===== src/rtl/interlace_timing_decoder_pkg.sv =====
// Shared types and default timing for the interlaced-input timing decoder.
package interlace_pkg;

    typedef enum logic [1:0] {
        UNLOCKED = 2'd0,
        CHECK    = 2'd1,
        LOCKED   = 2'd2
    } lock_state_e;

    typedef enum logic [1:0] {
        P0   = 2'd0,
        P1   = 2'd1,
        PINV = 2'd2
    } parity_e;

    localparam int H_TOTAL_DEF     = 944;
    localparam int HALF_LINE_DEF   = 472;
    localparam int PARITY_TOL_DEF  = 16;
    localparam int LOCK_FIELDS_DEF = 4;

    function automatic logic parity_bit(input parity_e p);
        return (p == P1);
    endfunction

endpackage


===== src/rtl/interlace_timing_decoder_if.sv =====
// Video stream bundle between the input port and the timing decoder.
interface interlace_timing_decoder_if #(
    parameter int DW = 16,
    parameter int CW = 12
);
    logic          vsync_i;
    logic          hsync_i;
    logic          de_i;
    logic [DW-1:0] data_i;
    logic          vs_o;
    logic          hs_o;
    logic          de_o;
    logic [DW-1:0] data_o;
    logic          field_o;
    logic [CW-1:0] x_o;
    logic [CW-1:0] y_o;
    logic          sof_o;
    logic [CW-1:0] field_lines_o;
    logic          locked_o;
    logic          err_o;

    modport slave (
        input  vsync_i, hsync_i, de_i, data_i,
        output vs_o, hs_o, de_o, data_o, field_o, x_o, y_o, sof_o,
               field_lines_o, locked_o, err_o
    );

    modport master (
        output vsync_i, hsync_i, de_i, data_i,
        input  vs_o, hs_o, de_o, data_o, field_o, x_o, y_o, sof_o,
               field_lines_o, locked_o, err_o
    );
endinterface


===== src/rtl/interlace_timing_decoder_field_parity_detect.sv =====
// Tracks clocks since the last hsync rise, flags a missing-hsync timeout and
// classifies the vsync-to-hsync offset into a field parity.
module field_parity_detect
    import interlace_pkg::*;
#(
    parameter int H_TOTAL    = H_TOTAL_DEF,
    parameter int HALF_LINE  = HALF_LINE_DEF,
    parameter int PARITY_TOL = PARITY_TOL_DEF,
    parameter int CW         = 12
) (
    input  logic    clk,
    input  logic    rstn,
    input  logic    hs_rise_i,
    input  logic    vs_rise_i,
    output logic    par_stb_o,
    output parity_e par_o,
    output logic    timeout_o
);
    localparam logic [CW-1:0] H_MAX = CW'(2 * H_TOTAL);
    localparam logic [CW-1:0] P0_LO = CW'(PARITY_TOL);
    localparam logic [CW-1:0] P0_HI = CW'(H_TOTAL - PARITY_TOL);
    localparam logic [CW-1:0] P1_LO = CW'(HALF_LINE - PARITY_TOL);
    localparam logic [CW-1:0] P1_HI = CW'(HALF_LINE + PARITY_TOL);

    logic [CW-1:0] h_pos_q;
    logic [CW-1:0] h_pos_d;

    // h_pos_d is this cycle's position; a coincident hsync rise makes it 0
    always_comb begin
        h_pos_d   = h_pos_q;
        timeout_o = 1'b0;
        if (hs_rise_i) begin
            h_pos_d = '0;
        end else if (h_pos_q != H_MAX) begin
            h_pos_d   = h_pos_q + 1'b1;
            timeout_o = (h_pos_d == H_MAX);
        end else begin
            h_pos_d = h_pos_q;
        end
    end

    // Offset classifier, meaningful only on the vsync-rise strobe
    always_comb begin
        par_stb_o = vs_rise_i;
        par_o     = PINV;
        if ((h_pos_d <= P0_LO) || (h_pos_d >= P0_HI)) begin
            par_o = P0;
        end else if ((h_pos_d >= P1_LO) && (h_pos_d <= P1_HI)) begin
            par_o = P1;
        end else begin
            par_o = PINV;
        end
    end

    // Line position register
    always_ff @(posedge clk or negedge rstn) begin
        if (!rstn) begin
            h_pos_q <= '0;
        end else begin
            h_pos_q <= h_pos_d;
        end
    end

endmodule


===== src/rtl/interlace_timing_decoder.sv =====
// Recovers field parity, pixel/line coordinates and timing lock from an
// interlaced sync/DE/pixel stream; all outputs lag the inputs by one clock.
module interlace_timing_decoder
    import interlace_pkg::*;
#(
    parameter int H_TOTAL     = H_TOTAL_DEF,
    parameter int HALF_LINE   = HALF_LINE_DEF,
    parameter int PARITY_TOL  = PARITY_TOL_DEF,
    parameter int LOCK_FIELDS = LOCK_FIELDS_DEF,
    parameter int DW          = 16,
    parameter int CW          = 12
) (
    input  logic                       clk,
    input  logic                       rstn,
    interlace_timing_decoder_if.slave  vid
);
    localparam logic [CW-1:0] LOCK_N = CW'(LOCK_FIELDS);
    localparam logic [CW-1:0] ONE    = CW'(1);

    // The delayed copies double as the edge-detect history
    logic          vs_q, hs_q, de_q;
    logic [DW-1:0] data_q;
    logic          field_q, field_d, sof_q, err_q, err_d, locked_q;
    logic          last_par_q, last_par_d;
    logic [CW-1:0] x_q, x_d, x_o_q, x_o_d, y_o_q, y_o_d;
    logic [CW-1:0] field_line_q, field_line_d, fl_cur_s;
    logic [CW-1:0] hs_cnt_q, hs_cnt_d, hs_inc_s, field_lines_q, field_lines_d;
    logic [CW-1:0] good_q, good_d;
    lock_state_e   state_q, state_d;
    logic          vs_rise_s, hs_rise_s, de_rise_s, de_fall_s;
    logic          par_stb_s, timeout_s, par_valid_s, par_bit_s, lock_drop_s;
    parity_e       par_s;

    assign vs_rise_s   = vid.vsync_i & ~vs_q;
    assign hs_rise_s   = vid.hsync_i & ~hs_q;
    assign de_rise_s   = vid.de_i & ~de_q;
    assign de_fall_s   = ~vid.de_i & de_q;
    assign par_valid_s = (par_s != PINV);
    assign par_bit_s   = parity_bit(par_s);

    field_parity_detect #(
        .H_TOTAL    (H_TOTAL),
        .HALF_LINE  (HALF_LINE),
        .PARITY_TOL (PARITY_TOL),
        .CW         (CW)
    ) u_parity (
        .clk       (clk),
        .rstn      (rstn),
        .hs_rise_i (hs_rise_s),
        .vs_rise_i (vs_rise_s),
        .par_stb_o (par_stb_s),
        .par_o     (par_s),
        .timeout_o (timeout_s)
    );

    // Line/pixel counters and field parity; hsync is counted before vsync latches
    always_comb begin
        x_d           = x_q;
        x_o_d         = '0;
        y_o_d         = '0;
        field_d       = field_q;
        field_lines_d = field_lines_q;
        field_line_d  = field_line_q;
        fl_cur_s      = field_line_q;
        hs_inc_s      = (hs_rise_s && (hs_cnt_q != '1)) ? hs_cnt_q + 1'b1 : hs_cnt_q;
        hs_cnt_d      = hs_inc_s;
        if (vs_rise_s) begin
            field_lines_d = hs_inc_s;
            hs_cnt_d      = '0;
            field_line_d  = '0;
            fl_cur_s      = '0;
        end else if (de_fall_s) begin
            field_line_d = field_line_q + 1'b1;
        end else begin
            field_line_d = field_line_q;
        end
        if (par_stb_s) begin
            case (par_s)
                P0:      field_d = 1'b0;
                P1:      field_d = 1'b1;
                default: field_d = ~field_q;
            endcase
        end else begin
            field_d = field_q;
        end
        if (vid.de_i) begin
            x_d   = de_rise_s ? '0 : x_q + 1'b1;
            x_o_d = x_d;
            y_o_d = CW'({fl_cur_s, field_d});
        end else begin
            x_d = x_q;
        end
    end

    // Lock tracking, advanced at each vsync rise; a timeout always unlocks
    always_comb begin
        state_d     = state_q;
        good_d      = good_q;
        lock_drop_s = 1'b0;
        last_par_d  = (par_stb_s && par_valid_s) ? par_bit_s : last_par_q;
        if (timeout_s) begin
            state_d = UNLOCKED;
            good_d  = '0;
        end else if (par_stb_s) begin
            case (state_q)
                UNLOCKED: begin
                    if (par_valid_s) begin
                        state_d = CHECK;
                        good_d  = ONE;
                    end else begin
                        state_d = UNLOCKED;
                        good_d  = '0;
                    end
                end
                CHECK: begin
                    if (par_valid_s && (par_bit_s != last_par_q)) begin
                        good_d  = good_q + 1'b1;
                        state_d = (good_d == LOCK_N) ? LOCKED : CHECK;
                    end else if (par_valid_s) begin
                        good_d  = ONE;
                        state_d = CHECK;
                    end else begin
                        good_d  = '0;
                        state_d = UNLOCKED;
                    end
                end
                LOCKED: begin
                    if (!par_valid_s || (par_bit_s == last_par_q)) begin
                        state_d     = UNLOCKED;
                        good_d      = '0;
                        lock_drop_s = 1'b1;
                    end else begin
                        state_d = LOCKED;
                    end
                end
                default: begin
                    state_d = UNLOCKED;
                    good_d  = '0;
                end
            endcase
        end else begin
            state_d = state_q;
        end
        err_d = timeout_s | (par_stb_s & ~par_valid_s) | lock_drop_s;
    end

    // Output pipeline and state registers
    always_ff @(posedge clk or negedge rstn) begin
        if (!rstn) begin
            vs_q          <= 1'b0;
            hs_q          <= 1'b0;
            de_q          <= 1'b0;
            data_q        <= '0;
            field_q       <= 1'b0;
            sof_q         <= 1'b0;
            err_q         <= 1'b0;
            locked_q      <= 1'b0;
            last_par_q    <= 1'b0;
            x_q           <= '0;
            x_o_q         <= '0;
            y_o_q         <= '0;
            field_line_q  <= '0;
            hs_cnt_q      <= '0;
            field_lines_q <= '0;
            good_q        <= '0;
            state_q       <= UNLOCKED;
        end else begin
            vs_q          <= vid.vsync_i;
            hs_q          <= vid.hsync_i;
            de_q          <= vid.de_i;
            data_q        <= vid.data_i;
            field_q       <= field_d;
            sof_q         <= vs_rise_s;
            err_q         <= err_d;
            locked_q      <= (state_d == LOCKED);
            last_par_q    <= last_par_d;
            x_q           <= x_d;
            x_o_q         <= x_o_d;
            y_o_q         <= y_o_d;
            field_line_q  <= field_line_d;
            hs_cnt_q      <= hs_cnt_d;
            field_lines_q <= field_lines_d;
            good_q        <= good_d;
            state_q       <= state_d;
        end
    end

    assign vid.vs_o          = vs_q;
    assign vid.hs_o          = hs_q;
    assign vid.de_o          = de_q;
    assign vid.data_o        = data_q;
    assign vid.field_o       = field_q;
    assign vid.x_o           = x_o_q;
    assign vid.y_o           = y_o_q;
    assign vid.sof_o         = sof_q;
    assign vid.field_lines_o = field_lines_q;
    assign vid.locked_o      = locked_q;
    assign vid.err_o         = err_q;

endmodule


===== src/flat_wrapper.sv =====
// flat-port wrapper written by rule: the top's interface ports become plain ports
module interlace_timing_decoder_flat import interlace_pkg::*;
#(
    parameter int H_TOTAL     = H_TOTAL_DEF,
    parameter int HALF_LINE   = HALF_LINE_DEF,
    parameter int PARITY_TOL  = PARITY_TOL_DEF,
    parameter int LOCK_FIELDS = LOCK_FIELDS_DEF,
    parameter int DW          = 16,
    parameter int CW          = 12
)
  (clk, rstn, vid_vsync_i, vid_hsync_i, vid_de_i, vid_data_i, vid_vs_o, vid_hs_o, vid_de_o, vid_data_o, vid_field_o, vid_x_o, vid_y_o, vid_sof_o, vid_field_lines_o, vid_locked_o, vid_err_o);
  interlace_timing_decoder_if #(.DW(DW), .CW(CW)) vid_i ();
  input  logic clk;
  input  logic rstn;
  input wire logic [$bits(vid_i.vsync_i)-1:0] vid_vsync_i;
  input wire logic [$bits(vid_i.hsync_i)-1:0] vid_hsync_i;
  input wire logic [$bits(vid_i.de_i)-1:0] vid_de_i;
  input wire logic [$bits(vid_i.data_i)-1:0] vid_data_i;
  output wire logic [$bits(vid_i.vs_o)-1:0] vid_vs_o;
  output wire logic [$bits(vid_i.hs_o)-1:0] vid_hs_o;
  output wire logic [$bits(vid_i.de_o)-1:0] vid_de_o;
  output wire logic [$bits(vid_i.data_o)-1:0] vid_data_o;
  output wire logic [$bits(vid_i.field_o)-1:0] vid_field_o;
  output wire logic [$bits(vid_i.x_o)-1:0] vid_x_o;
  output wire logic [$bits(vid_i.y_o)-1:0] vid_y_o;
  output wire logic [$bits(vid_i.sof_o)-1:0] vid_sof_o;
  output wire logic [$bits(vid_i.field_lines_o)-1:0] vid_field_lines_o;
  output wire logic [$bits(vid_i.locked_o)-1:0] vid_locked_o;
  output wire logic [$bits(vid_i.err_o)-1:0] vid_err_o;
  assign vid_i.vsync_i = vid_vsync_i;
  assign vid_i.hsync_i = vid_hsync_i;
  assign vid_i.de_i = vid_de_i;
  assign vid_i.data_i = vid_data_i;
  assign vid_vs_o = vid_i.vs_o;
  assign vid_hs_o = vid_i.hs_o;
  assign vid_de_o = vid_i.de_o;
  assign vid_data_o = vid_i.data_o;
  assign vid_field_o = vid_i.field_o;
  assign vid_x_o = vid_i.x_o;
  assign vid_y_o = vid_i.y_o;
  assign vid_sof_o = vid_i.sof_o;
  assign vid_field_lines_o = vid_i.field_lines_o;
  assign vid_locked_o = vid_i.locked_o;
  assign vid_err_o = vid_i.err_o;
  interlace_timing_decoder #(.H_TOTAL(H_TOTAL), .HALF_LINE(HALF_LINE), .PARITY_TOL(PARITY_TOL), .LOCK_FIELDS(LOCK_FIELDS), .DW(DW), .CW(CW)) u_core (.clk(clk), .rstn(rstn), .vid(vid_i));
endmodule

===== config.mk =====
export PLATFORM = sky130hd
export DESIGN_NAME = interlace_timing_decoder_flat
export DESIGN_NICKNAME = d
export VERILOG_FILES = /design/src/rtl/interlace_timing_decoder_pkg.sv /design/src/rtl/interlace_timing_decoder_if.sv /design/src/rtl/interlace_timing_decoder_field_parity_detect.sv /design/src/rtl/interlace_timing_decoder.sv /design/src/flat_wrapper.sv
export SDC_FILE = /design/constraint.sdc
export NUM_CORES = 1
export LEC_CHECK = 0
export BUFFER_PORTS_ARGS = -buffer_cell sky130_fd_sc_hd__buf_2
export CAP_MARGIN = 30
export CORE_UTILIZATION = 57
export DETAILED_ROUTE_END_ITERATION = 16
export GPL_TIMING_DRIVEN = 0
export PLACE_DENSITY = 0.91
export SYNTH_ARGS = -nofsm -noshare
export SYNTH_HDL_FRONTEND = slang
export SYNTH_HIERARCHICAL = 1
export SYNTH_SLANG_ARGS = --single-unit

===== constraint.sdc =====
create_clock -name clk -period 4.6 [get_ports clk]
set_input_delay 0.23 -clock clk [delete_from_list [all_inputs] [get_ports clk]]
set_output_delay 0.23 -clock clk [all_outputs]
set_load 0.01 [all_outputs]

# ---- Word-level counts from Yosys, hierarchy flattened
# Index checks and enable logic that the tools add are counted.
dict set report totals {
  reg_bits 122
  in_bits 21
  output_inout_bits 59
  wordCells 97
}
dict set report classes {
  addsub 5
  magnitude_cmp 4
  eq_ne 12
  mux 33
  bitwise_logic 13
  n_reduce_logical 12
}
# operator count
set ops {}
lappend ops {{12-bit 2-to-1 mux} 13}
lappend ops {{12-bit by 1-bit adder with 12-bit output, second input constant} 5}
lappend ops {{12-bit case mux with 3 select lines} 1}
lappend ops {{2-bit 2-to-1 mux} 7}
lappend ops {{12-bit by 11-bit == test with 1-bit output, second input constant} 1}
lappend ops {{12-bit by 3-bit == test with 1-bit output, second input constant} 1}
lappend ops {{12-bit by 10-bit greater-or-equal comparator with 1-bit output, second input constant} 1}
lappend ops {{12-bit by 9-bit greater-or-equal comparator with 1-bit output, second input constant} 1}
lappend ops {{12-bit by 5-bit less-or-equal comparator with 1-bit output, second input constant} 1}
lappend ops {{12-bit by 9-bit less-or-equal comparator with 1-bit output, second input constant} 1}
lappend ops {{12-bit by 11-bit != test with 1-bit output, second input constant} 1}
lappend ops {{12-bit != test, second input constant} 1}
lappend ops {{11-bit 2-to-1 mux} 1}
lappend ops {{1-bit 2-to-1 mux} 9}
lappend ops {{1-bit inverter} 6}
lappend ops {{2-bit case mux with 3 select lines} 1}
lappend ops {{1-bit bitwise AND} 5}
lappend ops {{2-bit by 1-bit == test with 1-bit output, second input constant} 2}
lappend ops {{2-bit == test, second input constant} 2}
lappend ops {{1-bit logical AND} 4}
lappend ops {{2-bit zero test} 2}
lappend ops {{2-bit nonzero test} 2}
lappend ops {{3-bit by 1-bit != test with 1-bit output, second input constant} 1}
lappend ops {{1-bit logical OR} 2}
lappend ops {{other kinds (7)} 8}

# ---- Logic depth before layout (Yosys ltp)
dict set report logic_depth {
  word_depth 15
  ltp_mapped 17
  mapped_depth_nobuf 13
}

# ---- Hierarchy
# The synthesis kept the hierarchy.
# mod instances cells_each area_per_inst_um2 seq_area_each_um2
set by_module_without_submodules {}
lappend by_module_without_submodules {interlace_timing_decoder 1 415 4643.2 2727.6}
lappend by_module_without_submodules {field_parity_detect 1 129 1002.2 300.3}

# ---- Worst setup path before layout
# No wires, ideal clock.
dict set report synth_timing {
  path_kind {register -> register}
  from {register u_core.u_parity.h_pos_q[0]}
  to {register u_core.good_q[2]}
  setup_time_ns 0.126
  arrival_time_ns 3.928
  t_required_ns 4.474
  slack_ns 0.546
  stages_incl_launch_ff 16
  path_buffers 2
  period_less_slack_ns 4.054
  cell_sequence {dfrtp_1 -> clkbuf_1 -> inv_1 -> ha_1 -> or4b_1 -> or4_1 -> buf_2 -> and3_1 -> o31ai_2 -> a211oi_1 -> nor4_2 -> and2b_1 -> mux2i_4 -> o21ai_1 -> nor2b_4 -> a221o_1}
}
dict set report synth_via {
  elab_chain_cells 14
  elab_cells_between_ends 29
  cone_classes {1 x add/sub; 4 x order compare; 7 x eq/ne; 10 x mux; 7 x reduce/logical}
}
# element line
set synth_lines {}
lappend synth_lines {{start: declaration} interlace_timing_decoder_field_parity_detect.sv:25} ;# logic [CW-1:0] h_pos_q;
lappend synth_lines {{start signal: assignment} interlace_timing_decoder_field_parity_detect.sv:60} ;# h_pos_q <= h_pos_d;
lappend synth_lines {{12-bit by 1-bit adder with 12-bit output or 12-bit by 11-bit != test with 1-bit output (tied branches)} {interlace_timing_decoder_field_parity_detect.sv:35, interlace_timing_decoder_field_parity_detect.sv:34}}
lappend synth_lines {{12-bit 2-to-1 mux (*)} interlace_timing_decoder_field_parity_detect.sv:34} ;# end else if (h_pos_q != H_MAX) begin
lappend synth_lines {{12-bit 2-to-1 mux (*)} interlace_timing_decoder_field_parity_detect.sv:32} ;# if (hs_rise_i) begin
lappend synth_lines {{12-bit by 9-bit greater-or-equal comparator with 1-bit output or 12-bit by 9-bit less-or-equal comparator with 1-bit output (tied branches)} interlace_timing_decoder_field_parity_detect.sv:48} ;# end else if ((h_pos_d >= P1_LO) && (h_pos_d <= P1_HI)) begin
lappend synth_lines {{1-bit logical AND} interlace_timing_decoder_field_parity_detect.sv:48}
lappend synth_lines {{2-bit 2-to-1 mux} interlace_timing_decoder_field_parity_detect.sv:48}
lappend synth_lines {{2-bit 2-to-1 mux (*)} interlace_timing_decoder_field_parity_detect.sv:46} ;# if ((h_pos_d <= P0_LO) || (h_pos_d >= P0_HI)) begin
lappend synth_lines {{net u_core.par_s[0]} interlace_timing_decoder.sv:32} ;# parity_e par_s;
lappend synth_lines {{2-bit by 1-bit == test with 1-bit output} interlace_timing_decoder_pkg.sv:22} ;# return (p == P1);
lappend synth_lines {{1-bit != test} interlace_timing_decoder.sv:116} ;# if (par_valid_s && (par_bit_s != last_par_q)) begin
lappend synth_lines {{1-bit logical AND} interlace_timing_decoder.sv:116}
lappend synth_lines {{12-bit 2-to-1 mux} interlace_timing_decoder.sv:116}
lappend synth_lines {{12-bit case mux with 3 select lines} interlace_timing_decoder.sv:105} ;# case (state_q)
lappend synth_lines {{12-bit 2-to-1 mux} interlace_timing_decoder.sv:104} ;# end else if (par_stb_s) begin
lappend synth_lines {{12-bit 2-to-1 mux} interlace_timing_decoder.sv:101} ;# if (timeout_s) begin
lappend synth_lines {{end signal: assignment} interlace_timing_decoder.sv:183} ;# good_q <= good_d;
lappend synth_lines {{end: declaration} interlace_timing_decoder.sv:28} ;# logic [CW-1:0] good_q, good_d;
# The timed path passes the listed nets; every way through them passes the cells marked *. The select of a mux whose other input is x is not followed.
# A chain may end at the register's enable or synchronous reset.

# ---- Worst setup path in the final report
dict set report layout_timing {
  from {register u_core.u_parity.h_pos_q[1]}
  to {register u_core.good_q[7]}
}
# Same word-level chain as after synthesis.

==> impl_results.md <==
- Maxcap violations: 0
- Initial antenna violation count: 0
- Total Power: about 0.0030 W
- Top Ports: 80
- Number of hold violations in the final report: 0
- Mux contribution to synthesized area: 0.0166
- Worst Tran Pin Value: ~0.64 ns
- Commonest cells after routing, fill and taps aside: dfrtp_1, buf_2, nor2_1
- Routed WL per cell: 19.4 um
- DP HPWL: between 8 and 9 mm
- Setup violations, final: 0
- Async SR Flop Fraction: 1.00
- Mapped Nets: roughly 570
- N_diodes: 0
- Die area: around 10000 um2
- Dpl cell area: 6230 um2
- DRT Wirelength: approximately 16 mm
- Crit path required time: 5.02 ns
- Number of synthesized flops with an enable pin: 0
- Complex-gate fraction of the synthesized area: 0.124
- Gr ovfl total: 0
- Status: complete, no violations
- Max IR drop VDD: just under 0.3 mV
- Syn avg cell area: between 10 and 15 um2
- Initial Utilization: 0.600
- Worst skew pair latency: ~0.52 ns
- Register area: slightly above 3000 um2
- Mapped Cells: approximately 540
- Horiz. Die Dim: 102 um
- Clock skew: about 0.010 ns
- Worst-path clk slew: 0.06 ns
- Achievable frequency: around 230 MHz
- WS Path Type: reg2reg
- CTS tree: built
- Multi-input logic area: 2460 um2
- Core Footprint: between 9000 and 10000 um2
- Synth unique cells: between 70 and 80
- Final min period: ~4.4 ns
- Yosys top cell by area: dfrtp_1
- Fin area: about 7100 um2
- Share of the synthesized area in the top cell type: 0.536
- Largest family of logic cells by synthesized area: simple AND/OR/NAND/NOR gates
- Vias per cell: between 6 and 7
- Die Height: 102 um
- Initial DRC count: about 420
- Power density over the cells: 419 nW/um2
- Most common cell after layout, fill and taps aside: dfrtp_1
- Top cells by area, synth: dfrtp_1, nor2_1, xnor2_1
- Detailed-route via count: a little under 5k
- Clock sinks: 121
- First-pass GRT wire length: approximately 25 mm
- I/O Buffers: 79
- FP Rows: 35
- Largest net degree at the start of global routing: 74
- Ys flop type: dfrtp_1
- DRC Markers: 0
- Crit path DAT: 4.84 ns
- Vias in the first global route: between 4k and 5k
- Final cycle utilization of the critical path: 0.963
- Post-synthesis xor/xnor area fraction: 0.0636
- GP Congestion: roughly 0.92
- Share of cells above drive strength 1: 0.217
- Warnings, synthesis: 6
- Leak Pwr: 3.50 nW
- Seq cells post-synth: 121
- ANT nets after route: 0
- Largest fanout on the critical path: 10
- Post-synthesis simple-gate area fraction: 0.210
- Fin. max-slew vios: 0
- Total track usage: 0.318
- Min-delay worst type: in2async
- Nets: between 600 and 700
- Seq/Total Area, Yosys: 0.536
- Crit path launch type: register
- Fillcell total: 559
- Clock root cell: clkbuf_8
- Slew HR: 0.572
- Drt pass-1 iters: 5
- P&R area growth vs syn: 26.4%
- Syn Std Cell Area: roughly 5600 um2
- Cts bufs inserted: 17
- CTS Buffer Depth: 2
- Area share of fa/ha/maj cells after synthesis: 0.0155
- H-tree depth: 4
- Setup crit end kind: register
-- state kept, by name, summed over array words and instances (netlist names) --
name                      cells
u_core/field_line_q          11
u_core/good_q                12
u_core/hs_cnt_q              12
u_core/last_par_q             1
u_core/state_q                2
u_core/u_parity/h_pos_q      12
u_core/vid.data_o            16
u_core/vid.de_o               1
u_core/vid.err_o              1
u_core/vid.field_lines_o     12
u_core/vid.field_o            1
u_core/vid.hs_o               1
u_core/vid.locked_o           1
u_core/vid.sof_o              1
u_core/vid.vs_o               1
u_core/vid.x_o               12
u_core/vid.y_o               12
u_core/x_q                   12
-- worst max-delay path, stage by stage (launching register included) --
cell,delay [ns]
dfrtp_1,0.52
inv_1,0.17
ha_1,0.16
or4b_1,0.44
or4_1,0.53
buf_2,0.18
nand2b_1,0.07
buf_2,0.19
o21bai_1,0.15
nor4bb_2,0.44
nor4_4,0.13
and2b_1,0.33
mux2i_4,0.14
nor3b_4,0.18
buf_4,0.19
buf_6,0.16
a21oi_1,0.10
a31oi_1,0.23
-- logic make-up after synthesis --
| logic type | Yosys count |
|---|---|
| buffers and inverters | 42 |
| multiplexers | 8 |
| AND/OR/NAND/NOR | 220 |
| adder cells (fa/ha/maj) | 7 |
| XOR/XNOR | 41 |
| AO/OA/AOI/OAI | 105 |
| flip-flops | 121 |
-- where the power goes --
group | switching (W) | internal, W | total, W
Combinational | 0.000206 | 0.000139 | 0.000345
Clock | 0.000498 | 0.000968 | 0.00147
Sequential | 0.0000573 | 0.00112 | 0.00118
-- stage by stage --
| step | worst slack [ns] | setup TNS, ns | utilization | std cells | hold slack [ns] |
|---|---|---|---|---|---|
| 2_1_floorplan | 0.546 | 0 | - | 544 | -0.0656 |
| 3_3_place_gp | 0.0979 | 0 | 0.659 | 752 | 0.338 |
| 3_5_place_dp | 0.0200 | 0 | 0.662 | 753 | 0.291 |
| 4_1_cts | 0.0344 | 0 | 0.755 | 805 | 0.292 |
| 5_1_grt | -0.0151 | -0.0151 | 0.758 | 806 | 0.340 |
| 6_report | 0.172 | 0 | 0.758 | 806 | 0.296 |
-- synthesized netlist by cell type, drive strengths merged (4+ instances only) --
library cell / number
inv: 11
a21o: 10
nand2: 41
o21ai: 32
or3: 9
a22o: 6
a31oi: 6
nand3: 22
xor2: 19
dfrtp: 121
clkbuf: 17
xnor2: 22
a21oi: 17
nor4: 5
ha: 7
nor3b: 4
nor3: 11
nand2b: 7
and3: 23
and4: 6
nor2b: 5
buf: 13
a211o: 4
mux2i: 7
a211oi: 4
nor2: 61
nand4: 10
-- what timing repair did --
action                     in CTS  in global routing
hold endpoints to repair       67                  0
pin swaps                       0                  2
setup buffers                   0                  3
setup endpoints to repair       8                 13
hold buffers                   20                  0
resized for setup               3                  1
-- final timing paths --
check                                                        startpoint                                       to  slack [ns]  cells past startpoint
min in group clk                                         vid_data_i[13]          u_core/vid.data_o[13]$_DFF_PN0_        0.36                      2
max in group asynchronous                                          rstn       u_core/field_line_q[9]$_DFFE_PN0P_        3.55                      3
worst min register to register  u_core/vid.field_lines_o[5]$_DFFE_PN0P_  u_core/vid.field_lines_o[5]$_DFFE_PN0P_        0.48                      2
worst max register to register     u_core/u_parity/h_pos_q[1]$_DFF_PN0_             u_core/good_q[7]$_DFFE_PN0P_        0.17                     17
worst max-delay path               u_core/u_parity/h_pos_q[1]$_DFF_PN0_             u_core/good_q[7]$_DFFE_PN0P_        0.17                     17
worst min-delay path                                               rstn             u_core/hs_cnt_q[6]$_DFF_PN0_        0.30                      2
-- metal layers --
layer / track usage / vias up / wire [um]
met5: 0 / - / 0
met4: 0.156 / 0 / 595
met3: 0.0794 / 60 / 1330
met2: 0.514 / 315 / 7900
met1: 0.403 / 2428 / 5840
li1: - / 2167 / -
-- layout make-up --
| type | count | share of cell area |
|---|---|---|
| flip-flops and latches | 121 | 0.424 |
| clock inverters | 13 | 0.0303 |
| repair buffers | 103 | 0.0909 |
| well taps | 129 | 0.0226 |
| inverters | 12 | 0.00631 |
| multi-input cells | 381 | 0.344 |
| clock buffers | 19 | 0.0619 |
| plain buffers | 28 | 0.0191 |
(Power assumes the default switching activity.)
